<file path="src/rtl/input_vc_controller_pipe_pkg.sv">
// -----------------------------------------------------------------------------
// noc_pkg
// Shared definitions for the pipelined router input-VC controller:
//   - default router dimensions (ports, VCs, flit width, destination width)
//   - flit type encoding and the width of the type field at the flit MSBs
//   - controller FSM state encoding
//   - small helpers that classify a flit type
// -----------------------------------------------------------------------------
package noc_pkg;

  localparam int N_DEFAULT    = 5;
  localparam int V_DEFAULT    = 4;
  localparam int DW_DEFAULT   = 34;
  localparam int DSTW_DEFAULT = 8;

  // The flit type occupies the TYPE_W most significant bits of the flit.
  localparam int TYPE_W = 2;

  typedef enum logic [1:0] {
    FLIT_BODY     = 2'b00,
    FLIT_HEAD     = 2'b01,
    FLIT_TAIL     = 2'b10,
    FLIT_HEADTAIL = 2'b11
  } flit_type_e;

  typedef enum logic [1:0] {
    ST_IDLE   = 2'd0,
    ST_VA     = 2'd1,
    ST_ACTIVE = 2'd2,
    ST_UNUSED = 2'd3
  } state_e;

  // A flit that opens a packet.
  function automatic logic is_head(input flit_type_e t);
    return (t == FLIT_HEAD) || (t == FLIT_HEADTAIL);
  endfunction

  // A flit that closes a packet.
  function automatic logic is_tail(input flit_type_e t);
    return (t == FLIT_TAIL) || (t == FLIT_HEADTAIL);
  endfunction

endpackage

</file>
<file path="src/rtl/input_vc_controller_pipe_if.sv">
// -----------------------------------------------------------------------------
// input_vc_controller_pipe_if
// Bundles every non-clock/reset signal of one input-VC controller: the FIFO
// head and pop, the RC request/result, the VA and SA handshakes, the
// allocated output port/VC, the output-VC ready vector, error pulse and state.
// Modports:
//   slave  - the controller's view (consumes FIFO/RC/allocator inputs)
//   master - the environment's view (FIFO, RC unit, allocators)
// -----------------------------------------------------------------------------
interface input_vc_controller_pipe_if
  import noc_pkg::*;
#(
  parameter int N    = N_DEFAULT,
  parameter int V    = V_DEFAULT,
  parameter int DW   = DW_DEFAULT,
  parameter int DSTW = DSTW_DEFAULT
);

  logic [DW-1:0]   data;
  logic            valid;
  logic            pop;
  logic [DSTW-1:0] dst;
  logic [N-1:0]    rcPort;
  logic [V-1:0]    rcVC;
  logic            reqVA;
  logic [N-1:0]    reqVAPort;
  logic [V-1:0]    reqVAVC;
  logic            vaGrant;
  logic [V-1:0]    vaVC;
  logic [N-1:0]    reqSA;
  logic            saGrant;
  logic [N-1:0]    outPort;
  logic [V-1:0]    outVC;
  logic [N*V-1:0]  readyVC_all;
  logic            err;
  logic [1:0]      state;

  modport slave (
    input  data, valid, rcPort, rcVC, vaGrant, vaVC, saGrant, readyVC_all,
    output pop, dst, reqVA, reqVAPort, reqVAVC, reqSA, outPort, outVC, err, state
  );

  modport master (
    output data, valid, rcPort, rcVC, vaGrant, vaVC, saGrant, readyVC_all,
    input  pop, dst, reqVA, reqVAPort, reqVAVC, reqSA, outPort, outVC, err, state
  );

endinterface

</file>
<file path="src/rtl/input_vc_controller_pipe_onehot_to_bin.sv">
// -----------------------------------------------------------------------------
// onehot_to_bin
// Converts a W-bit one-hot vector into its binary index.
// Ports:
//   onehot - input, W bits
//   idx    - output, $clog2(W) bits; 0 for an all-zero or multi-hot input
// -----------------------------------------------------------------------------
module onehot_to_bin #(
  parameter int W  = 4,
  parameter int IW = (W > 1) ? $clog2(W) : 1
) (
  input  logic [W-1:0]  onehot,
  output logic [IW-1:0] idx
);

  logic [IW-1:0] idx_acc_s;
  logic          is_onehot_s;

  // OR together the positions of all set bits; only meaningful when one-hot.
  always_comb begin
    idx_acc_s = '0;
    for (int i = 0; i < W; i++) begin
      if (onehot[i]) begin
        idx_acc_s = idx_acc_s | IW'(i);
      end else begin
        idx_acc_s = idx_acc_s;
      end
    end
  end

  // Exactly one bit set: non-zero and clearing the lowest set bit leaves zero.
  assign is_onehot_s = (|onehot) && ((onehot & (onehot - W'(1))) == '0);
  assign idx         = is_onehot_s ? idx_acc_s : '0;

endmodule

</file>
<file path="src/rtl/input_vc_controller_pipe.sv">
// -----------------------------------------------------------------------------
// input_vc_controller_pipe
// Per-input-VC controller of the pipelined router. Walks one virtual channel
// through head latch (IDLE), VC allocation (VA) and switch allocation
// (ACTIVE), remembers the allocated output port/VC for the whole packet and
// pops the input FIFO when a flit wins the switch.
// Ports:
//   clk  - clock
//   rstn - asynchronous active-low reset
//   bus  - slave modport of input_vc_controller_pipe_if (FIFO head/pop, RC,
//          VA/SA handshakes, outPort/outVC, readyVC_all, err, state)
// -----------------------------------------------------------------------------
module input_vc_controller_pipe
  import noc_pkg::*;
#(
  parameter int N    = N_DEFAULT,
  parameter int V    = V_DEFAULT,
  parameter int DW   = DW_DEFAULT,
  parameter int DSTW = DSTW_DEFAULT
) (
  input logic                      clk,
  input logic                      rstn,
  input_vc_controller_pipe_if.slave bus
);

  localparam int PIW  = (N > 1) ? $clog2(N) : 1;
  localparam int VIW  = (V > 1) ? $clog2(V) : 1;
  localparam int SELW = (N * V > 1) ? $clog2(N * V) : 1;

  state_e       state_r, state_nxt_s;
  logic [N-1:0] port_r;
  logic [V-1:0] vc_mask_r;
  logic [N-1:0] out_port_r;
  logic [V-1:0] out_vc_r;
  // Set on entry to ACTIVE: the packet's own head flit has not been popped yet.
  logic         head_pending_r;

  flit_type_e    flit_type_s;
  logic [PIW-1:0] port_idx_s;
  logic [VIW-1:0] vc_idx_s;
  logic [SELW-1:0] sel_s;
  logic          rdy_s;

  logic          latch_head_s;
  logic          load_out_s;
  logic          clear_out_s;
  logic          pop_s;
  logic          err_s;
  logic          req_va_s;
  logic [N-1:0]  req_sa_s;

  assign flit_type_s = flit_type_e'(bus.data[DW-1:DW-TYPE_W]);

  onehot_to_bin #(.W(N), .IW(PIW)) u_port_idx (
    .onehot (out_port_r),
    .idx    (port_idx_s)
  );

  onehot_to_bin #(.W(V), .IW(VIW)) u_vc_idx (
    .onehot (out_vc_r),
    .idx    (vc_idx_s)
  );

  // Ready bit of the allocated output VC: bit port*V + vc.
  assign sel_s = SELW'(port_idx_s) * SELW'(V) + SELW'(vc_idx_s);
  assign rdy_s = bus.readyVC_all[sel_s];

  // Next-state and per-cycle control decode.
  always_comb begin
    state_nxt_s  = state_r;
    latch_head_s = 1'b0;
    load_out_s   = 1'b0;
    clear_out_s  = 1'b0;
    pop_s        = 1'b0;
    err_s        = 1'b0;
    req_va_s     = 1'b0;
    req_sa_s     = '0;
    case (state_r)
      ST_IDLE: begin
        if (bus.valid) begin
          if (is_head(flit_type_s)) begin
            latch_head_s = 1'b1;
            state_nxt_s  = ST_VA;
          end else begin
            // Orphan body/tail: drop it and flag the protocol error.
            err_s = 1'b1;
            pop_s = 1'b1;
          end
        end else begin
          state_nxt_s = ST_IDLE;
        end
      end
      ST_VA: begin
        req_va_s = 1'b1;
        if (bus.vaGrant) begin
          load_out_s  = 1'b1;
          state_nxt_s = ST_ACTIVE;
        end else begin
          state_nxt_s = ST_VA;
        end
      end
      ST_ACTIVE: begin
        if (bus.valid && rdy_s) begin
          req_sa_s = out_port_r;
        end else begin
          req_sa_s = '0;
        end
        if (bus.saGrant && (|req_sa_s)) begin
          pop_s = 1'b1;
          // Only a head after the packet's own head is a protocol error.
          if ((flit_type_s == FLIT_HEAD) && !head_pending_r) begin
            err_s = 1'b1;
          end else begin
            err_s = 1'b0;
          end
          if (is_tail(flit_type_s)) begin
            clear_out_s = 1'b1;
            state_nxt_s = ST_IDLE;
          end else begin
            state_nxt_s = ST_ACTIVE;
          end
        end else begin
          state_nxt_s = ST_ACTIVE;
        end
      end
      default: begin
        state_nxt_s = ST_IDLE;
      end
    endcase
  end

  // State, latched RC result and allocated output port/VC.
  always_ff @(posedge clk or negedge rstn) begin
    if (!rstn) begin
      state_r        <= ST_IDLE;
      port_r         <= '0;
      vc_mask_r      <= '0;
      out_port_r     <= '0;
      out_vc_r       <= '0;
      head_pending_r <= 1'b0;
    end else begin
      state_r <= state_nxt_s;
      if (latch_head_s) begin
        port_r    <= bus.rcPort;
        vc_mask_r <= bus.rcVC;
      end
      if (load_out_s) begin
        out_port_r     <= port_r;
        out_vc_r       <= bus.vaVC;
        head_pending_r <= 1'b1;
      end else if (clear_out_s) begin
        out_port_r     <= '0;
        out_vc_r       <= '0;
        head_pending_r <= 1'b0;
      end else if (pop_s) begin
        head_pending_r <= 1'b0;
      end
    end
  end

  assign bus.dst       = bus.data[DSTW-1:0];
  assign bus.pop       = pop_s;
  assign bus.err       = err_s;
  assign bus.reqVA     = req_va_s;
  assign bus.reqVAPort = req_va_s ? port_r : '0;
  assign bus.reqVAVC   = req_va_s ? vc_mask_r : '0;
  assign bus.reqSA     = req_sa_s;
  assign bus.outPort   = out_port_r;
  assign bus.outVC     = out_vc_r;
  assign bus.state     = state_r;

endmodule

</file>
<file path="src/flat_wrapper.sv">
// flat-port wrapper written by rule: the top's interface ports become plain ports
module input_vc_controller_pipe_flat import noc_pkg::*;
#(
  parameter int N    = N_DEFAULT,
  parameter int V    = V_DEFAULT,
  parameter int DW   = DW_DEFAULT,
  parameter int DSTW = DSTW_DEFAULT
)
  (clk, rstn, bus_data, bus_valid, bus_rcPort, bus_rcVC, bus_vaGrant, bus_vaVC, bus_saGrant, bus_readyVC_all, bus_pop, bus_dst, bus_reqVA, bus_reqVAPort, bus_reqVAVC, bus_reqSA, bus_outPort, bus_outVC, bus_err, bus_state);
  input_vc_controller_pipe_if #(.N(N), .V(V), .DW(DW), .DSTW(DSTW)) bus_i ();
  input logic clk;
  input logic rstn;
  input wire logic [$bits(bus_i.data)-1:0] bus_data;
  input wire logic [$bits(bus_i.valid)-1:0] bus_valid;
  input wire logic [$bits(bus_i.rcPort)-1:0] bus_rcPort;
  input wire logic [$bits(bus_i.rcVC)-1:0] bus_rcVC;
  input wire logic [$bits(bus_i.vaGrant)-1:0] bus_vaGrant;
  input wire logic [$bits(bus_i.vaVC)-1:0] bus_vaVC;
  input wire logic [$bits(bus_i.saGrant)-1:0] bus_saGrant;
  input wire logic [$bits(bus_i.readyVC_all)-1:0] bus_readyVC_all;
  output wire logic [$bits(bus_i.pop)-1:0] bus_pop;
  output wire logic [$bits(bus_i.dst)-1:0] bus_dst;
  output wire logic [$bits(bus_i.reqVA)-1:0] bus_reqVA;
  output wire logic [$bits(bus_i.reqVAPort)-1:0] bus_reqVAPort;
  output wire logic [$bits(bus_i.reqVAVC)-1:0] bus_reqVAVC;
  output wire logic [$bits(bus_i.reqSA)-1:0] bus_reqSA;
  output wire logic [$bits(bus_i.outPort)-1:0] bus_outPort;
  output wire logic [$bits(bus_i.outVC)-1:0] bus_outVC;
  output wire logic [$bits(bus_i.err)-1:0] bus_err;
  output wire logic [$bits(bus_i.state)-1:0] bus_state;
  assign bus_i.data = bus_data;
  assign bus_i.valid = bus_valid;
  assign bus_i.rcPort = bus_rcPort;
  assign bus_i.rcVC = bus_rcVC;
  assign bus_i.vaGrant = bus_vaGrant;
  assign bus_i.vaVC = bus_vaVC;
  assign bus_i.saGrant = bus_saGrant;
  assign bus_i.readyVC_all = bus_readyVC_all;
  assign bus_pop = bus_i.pop;
  assign bus_dst = bus_i.dst;
  assign bus_reqVA = bus_i.reqVA;
  assign bus_reqVAPort = bus_i.reqVAPort;
  assign bus_reqVAVC = bus_i.reqVAVC;
  assign bus_reqSA = bus_i.reqSA;
  assign bus_outPort = bus_i.outPort;
  assign bus_outVC = bus_i.outVC;
  assign bus_err = bus_i.err;
  assign bus_state = bus_i.state;
  input_vc_controller_pipe #(.N(N), .V(V), .DW(DW), .DSTW(DSTW)) u_core (.clk(clk), .rstn(rstn), .bus(bus_i));
endmodule
</file>
<file path="config.mk">
export PLATFORM = sky130hd
export DESIGN_NAME = input_vc_controller_pipe_flat
export DESIGN_NICKNAME = d
export VERILOG_FILES = /design/src/rtl/input_vc_controller_pipe_pkg.sv /design/src/rtl/input_vc_controller_pipe_if.sv /design/src/rtl/input_vc_controller_pipe_onehot_to_bin.sv /design/src/rtl/input_vc_controller_pipe.sv /design/src/flat_wrapper.sv
export SDC_FILE = /design/constraint.sdc
export NUM_CORES = 1
export LEC_CHECK = 0
export BUFFER_PORTS_ARGS = -buffer_cell sky130_fd_sc_hd__buf_4
export CORE_MARGIN = 2
export CORE_UTILIZATION = 36
export DETAILED_ROUTE_END_ITERATION = 8
export PLACE_DENSITY = 0.88
export SLEW_MARGIN = 0
export SYNTH_ARGS = -nofsm -noshare
export SYNTH_HDL_FRONTEND = slang
export SYNTH_HIERARCHICAL = 1
export SYNTH_SLANG_ARGS = --single-unit
</file>
<file path="constraint.sdc">
create_clock -name clk -period 2.1 [get_ports clk]
set_input_delay 0.315 -clock clk [delete_from_list [all_inputs] [get_ports clk]]
set_output_delay 0.315 -clock clk [all_outputs]
set_load 0.005 [all_outputs]
</file>
==> results.sh <==
export IMPL_htree_levels=1
export IMPL_crit_path_end_kind="output port"
export IMPL_ys_seq_area_share_pct=38.29
export IMPL_grt_start_max_net_pins=22
export IMPL_fin_ws_ps=-558.6
export IMPL_crit_required_ps=1780
export IMPL_dieHeight_um=65.75
export IMPL_fin_util_pct=66.34
export IMPL_max_cap_violations=0
export IMPL_wl_per_cell_um=15.72
export IMPL_clk_pin_slew_ps=80
export IMPL_antenna_cells=0
export IMPL_drc=0
export IMPL_power_density_nw_per_um2=1325
export IMPL_synthToLayoutAreaGrowth_pct=76.94
export IMPL_status="complete, but fails checks"
export IMPL_layout_drive_gt1_share_pct=67.69
export IMPL_clock_sinks=21
export IMPL_first_iter_violations=71
export IMPL_clockRootBuffer="clkbuf_8"
export IMPL_worst_slew_pin_slew_ps=551.8
export IMPL_regArea_um2=529.3
export IMPL_postSynthCellCount=136
export IMPL_fin_setup_tns_ps=-7695
export IMPL_irDropWorstVdd_uv=728.5
export IMPL_cts_tree="built"
export IMPL_critPathMaxFanout=8
export IMPL_drv_slew=0
export IMPL_first_pass_iters=4
export IMPL_relSlewSlack_pct=62.91
export IMPL_period_needed_ps=2659
export IMPL_die_area_um2=4322
export IMPL_critical_path_startpoint_type="flip-flop"
export IMPL_cts_inserted_buffers=3
export IMPL_wl_um=4355
export IMPL_max_clock_path_buffers=2
export IMPL_multi_input_area_um2=973.4
export IMPL_synth_distinct_cells=36
export IMPL_pin_count=108
export IMPL_layout_nets=302
export IMPL_initial_core_util_pct=37.49
export IMPL_dp_hpwl_um=2730
export IMPL_antenna_left=0
export IMPL_violations="setup timing"
export IMPL_fillers=282
export IMPL_grt_pass1_vias=1424
export IMPL_syn_num_nets=208
export IMPL_max_freq_mhz=376.1
export IMPL_layout_common_cells="buf_4, nand2_1, dfrtp_1"
export IMPL_insertion_delay_ps=260
export IMPL_ys_async_sr_fraction_pct=100.0
export IMPL_synthFlopType="dfrtp_1"
export IMPL_min_period_over_period_pct=126.6
export IMPL_setup_violations=17
export IMPL_arrival_ps=2340
export IMPL_grt_overflow_total=0
export IMPL_synth_edf_count=0
export IMPL_coreArea_um2=3661
export IMPL_leakagePower_nw=1.110
export IMPL_rsz0062_at_grt="yes"
export IMPL_hold_viol_final=0
export IMPL_mostFrequentLayoutCell="buf_4"
export IMPL_grt_usage_pct=19.27
export IMPL_vias_per_cell=5.166
export IMPL_ys_ff_latch=21
export IMPL_crit_type="flip-flop to output port"
export IMPL_syn_area_um2=1373
export IMPL_finalClockSkew_ps=4.698
export IMPL_num_vias=1431
export IMPL_yosys_warnings=6
export IMPL_antenna_found_initial=0
export IMPL_numPortBuffers=67
export IMPL_place_gp_congestion=0.7771
export IMPL_hold_class="primary input to flip-flop"
export IMPL_rows=22
export IMPL_syn_avg_cell_area_um2=10.09
export IMPL_grt_pass1_wl_um=6306
export IMPL_die_x_um=65.75
==> cell usage after synthesis, types with 3 or more instances <==
| cell | instances | area (um2) |
|---|---|---|
| mux2_2 | 9 | 101.4 |
| nor4_1 | 3 | 18.77 |
| dfrtp_1 | 21 | 525.5 |
| and2_1 | 15 | 93.84 |
| a21oi_1 | 9 | 45.04 |
| nand2b_1 | 4 | 25.02 |
| buf_4 | 9 | 67.56 |
| nand2_1 | 20 | 75.07 |
| xnor2_1 | 4 | 35.03 |
| mux2i_1 | 6 | 60.06 |
==> critical path, cell delays in order (launching register included) <==
cell	delay (ps)
dfrtp_1	420
xnor2_2	150
nor3_2	160
buf_6	180
mux4_2	550
nand4_4	130
a31oi_4	150
a31o_2	240
buf_6	110
==> metrics by stage <==
step	hold slack, ps	instance area (um2)	worst slack (ps)	power (mW)	std cells
after floorplan	19.41	1410	-130.9	1.663	136
after global placement	212.3	2053	-276.0	2.305	260
after detailed placement	212.1	2053	-287.0	2.361	260
after CTS	288.1	2333	-553.7	2.993	275
after global routing	283.3	2429	-692.4	3.409	277
final	289.6	2429	-558.6	3.217	277
==> where the power goes <==
group          switching [mW]  internal (mW)  total (mW)  leakage [nW]
Combinational           0.913           1.23        2.14         0.835
Sequential              0.216          0.596       0.812         0.252
Clock                   0.126          0.135       0.261        0.0228
Total                    1.26           1.96        3.22          1.11
==> per-layer routing <==
metal | vias up | global-route usage, % | wire length (um)
met5 | - | 0 | 0
met4 | 0 | 6.510 | 65
met3 | 8 | 3.767 | 258
met2 | 50 | 34.09 | 2374
met1 | 711 | 23.18 | 1657
li1 | 662 | - | -
==> state kept, by name, summed over array words and instances, names as in the netlist <==
name / count
u_core/bus.state: 2
u_core/bus.outVC: 4
u_core/vc_mask_r: 4
u_core/head_pending_r: 1
u_core/port_r: 5
u_core/bus.outPort: 5
==> cell families (layout without fill, tap and decap cells) <==
group,Yosys count,count (layout),share of synthesized area [%]
buffers and inverters,14,107,6.927
XOR/XNOR,4,4,2.552
AO/OA/AOI/OAI,22,22,12.31
AND/OR/NAND/NOR,58,58,24.61
multiplexers,17,17,15.32
flip-flops,21,21,38.29
==> area by class of cell <==
| cell class | instances | area share, % |
|---|---|---|
| tap | 48 | 2.473 |
| multi-input combinational | 101 | 40.08 |
| timing repair buffer | 102 | 33.64 |
| clock buffer | 4 | 1.855 |
| sequential | 21 | 21.79 |
| inverter | 1 | 0.1546 |
==> what timing repair did <==
action | in CTS | in global routing
cloned | 1 | 0
hold buffers | 1 | 0
buffers inserted | 10 | 2
gates resized for setup | 37 | 13
hold endpoints to repair | 21 | 0
pin swaps | 12 | 8
setup endpoints to repair | 16 | 18
==> path summary, 6_finish.rpt <==
kind	from	end	slack, ps	cells after the start
worst max-delay path	u_core/bus.outVC[3]	bus_err	-560	8
worst min-delay path	bus_rcVC[2]	u_core/vc_mask_r[2]	290	2
worst max register to register	u_core/bus.outPort[3]	u_core/bus.outPort[0]	-440	13
worst min register to register	u_core/vc_mask_r[2]	u_core/vc_mask_r[2]	500	1
max in group asynchronous	rstn	u_core/bus.outPort[1]	1400	2
min in group asynchronous	rstn	u_core/bus.state[0]	470	2
Note: power is estimated with default switching activity, not from simulation.
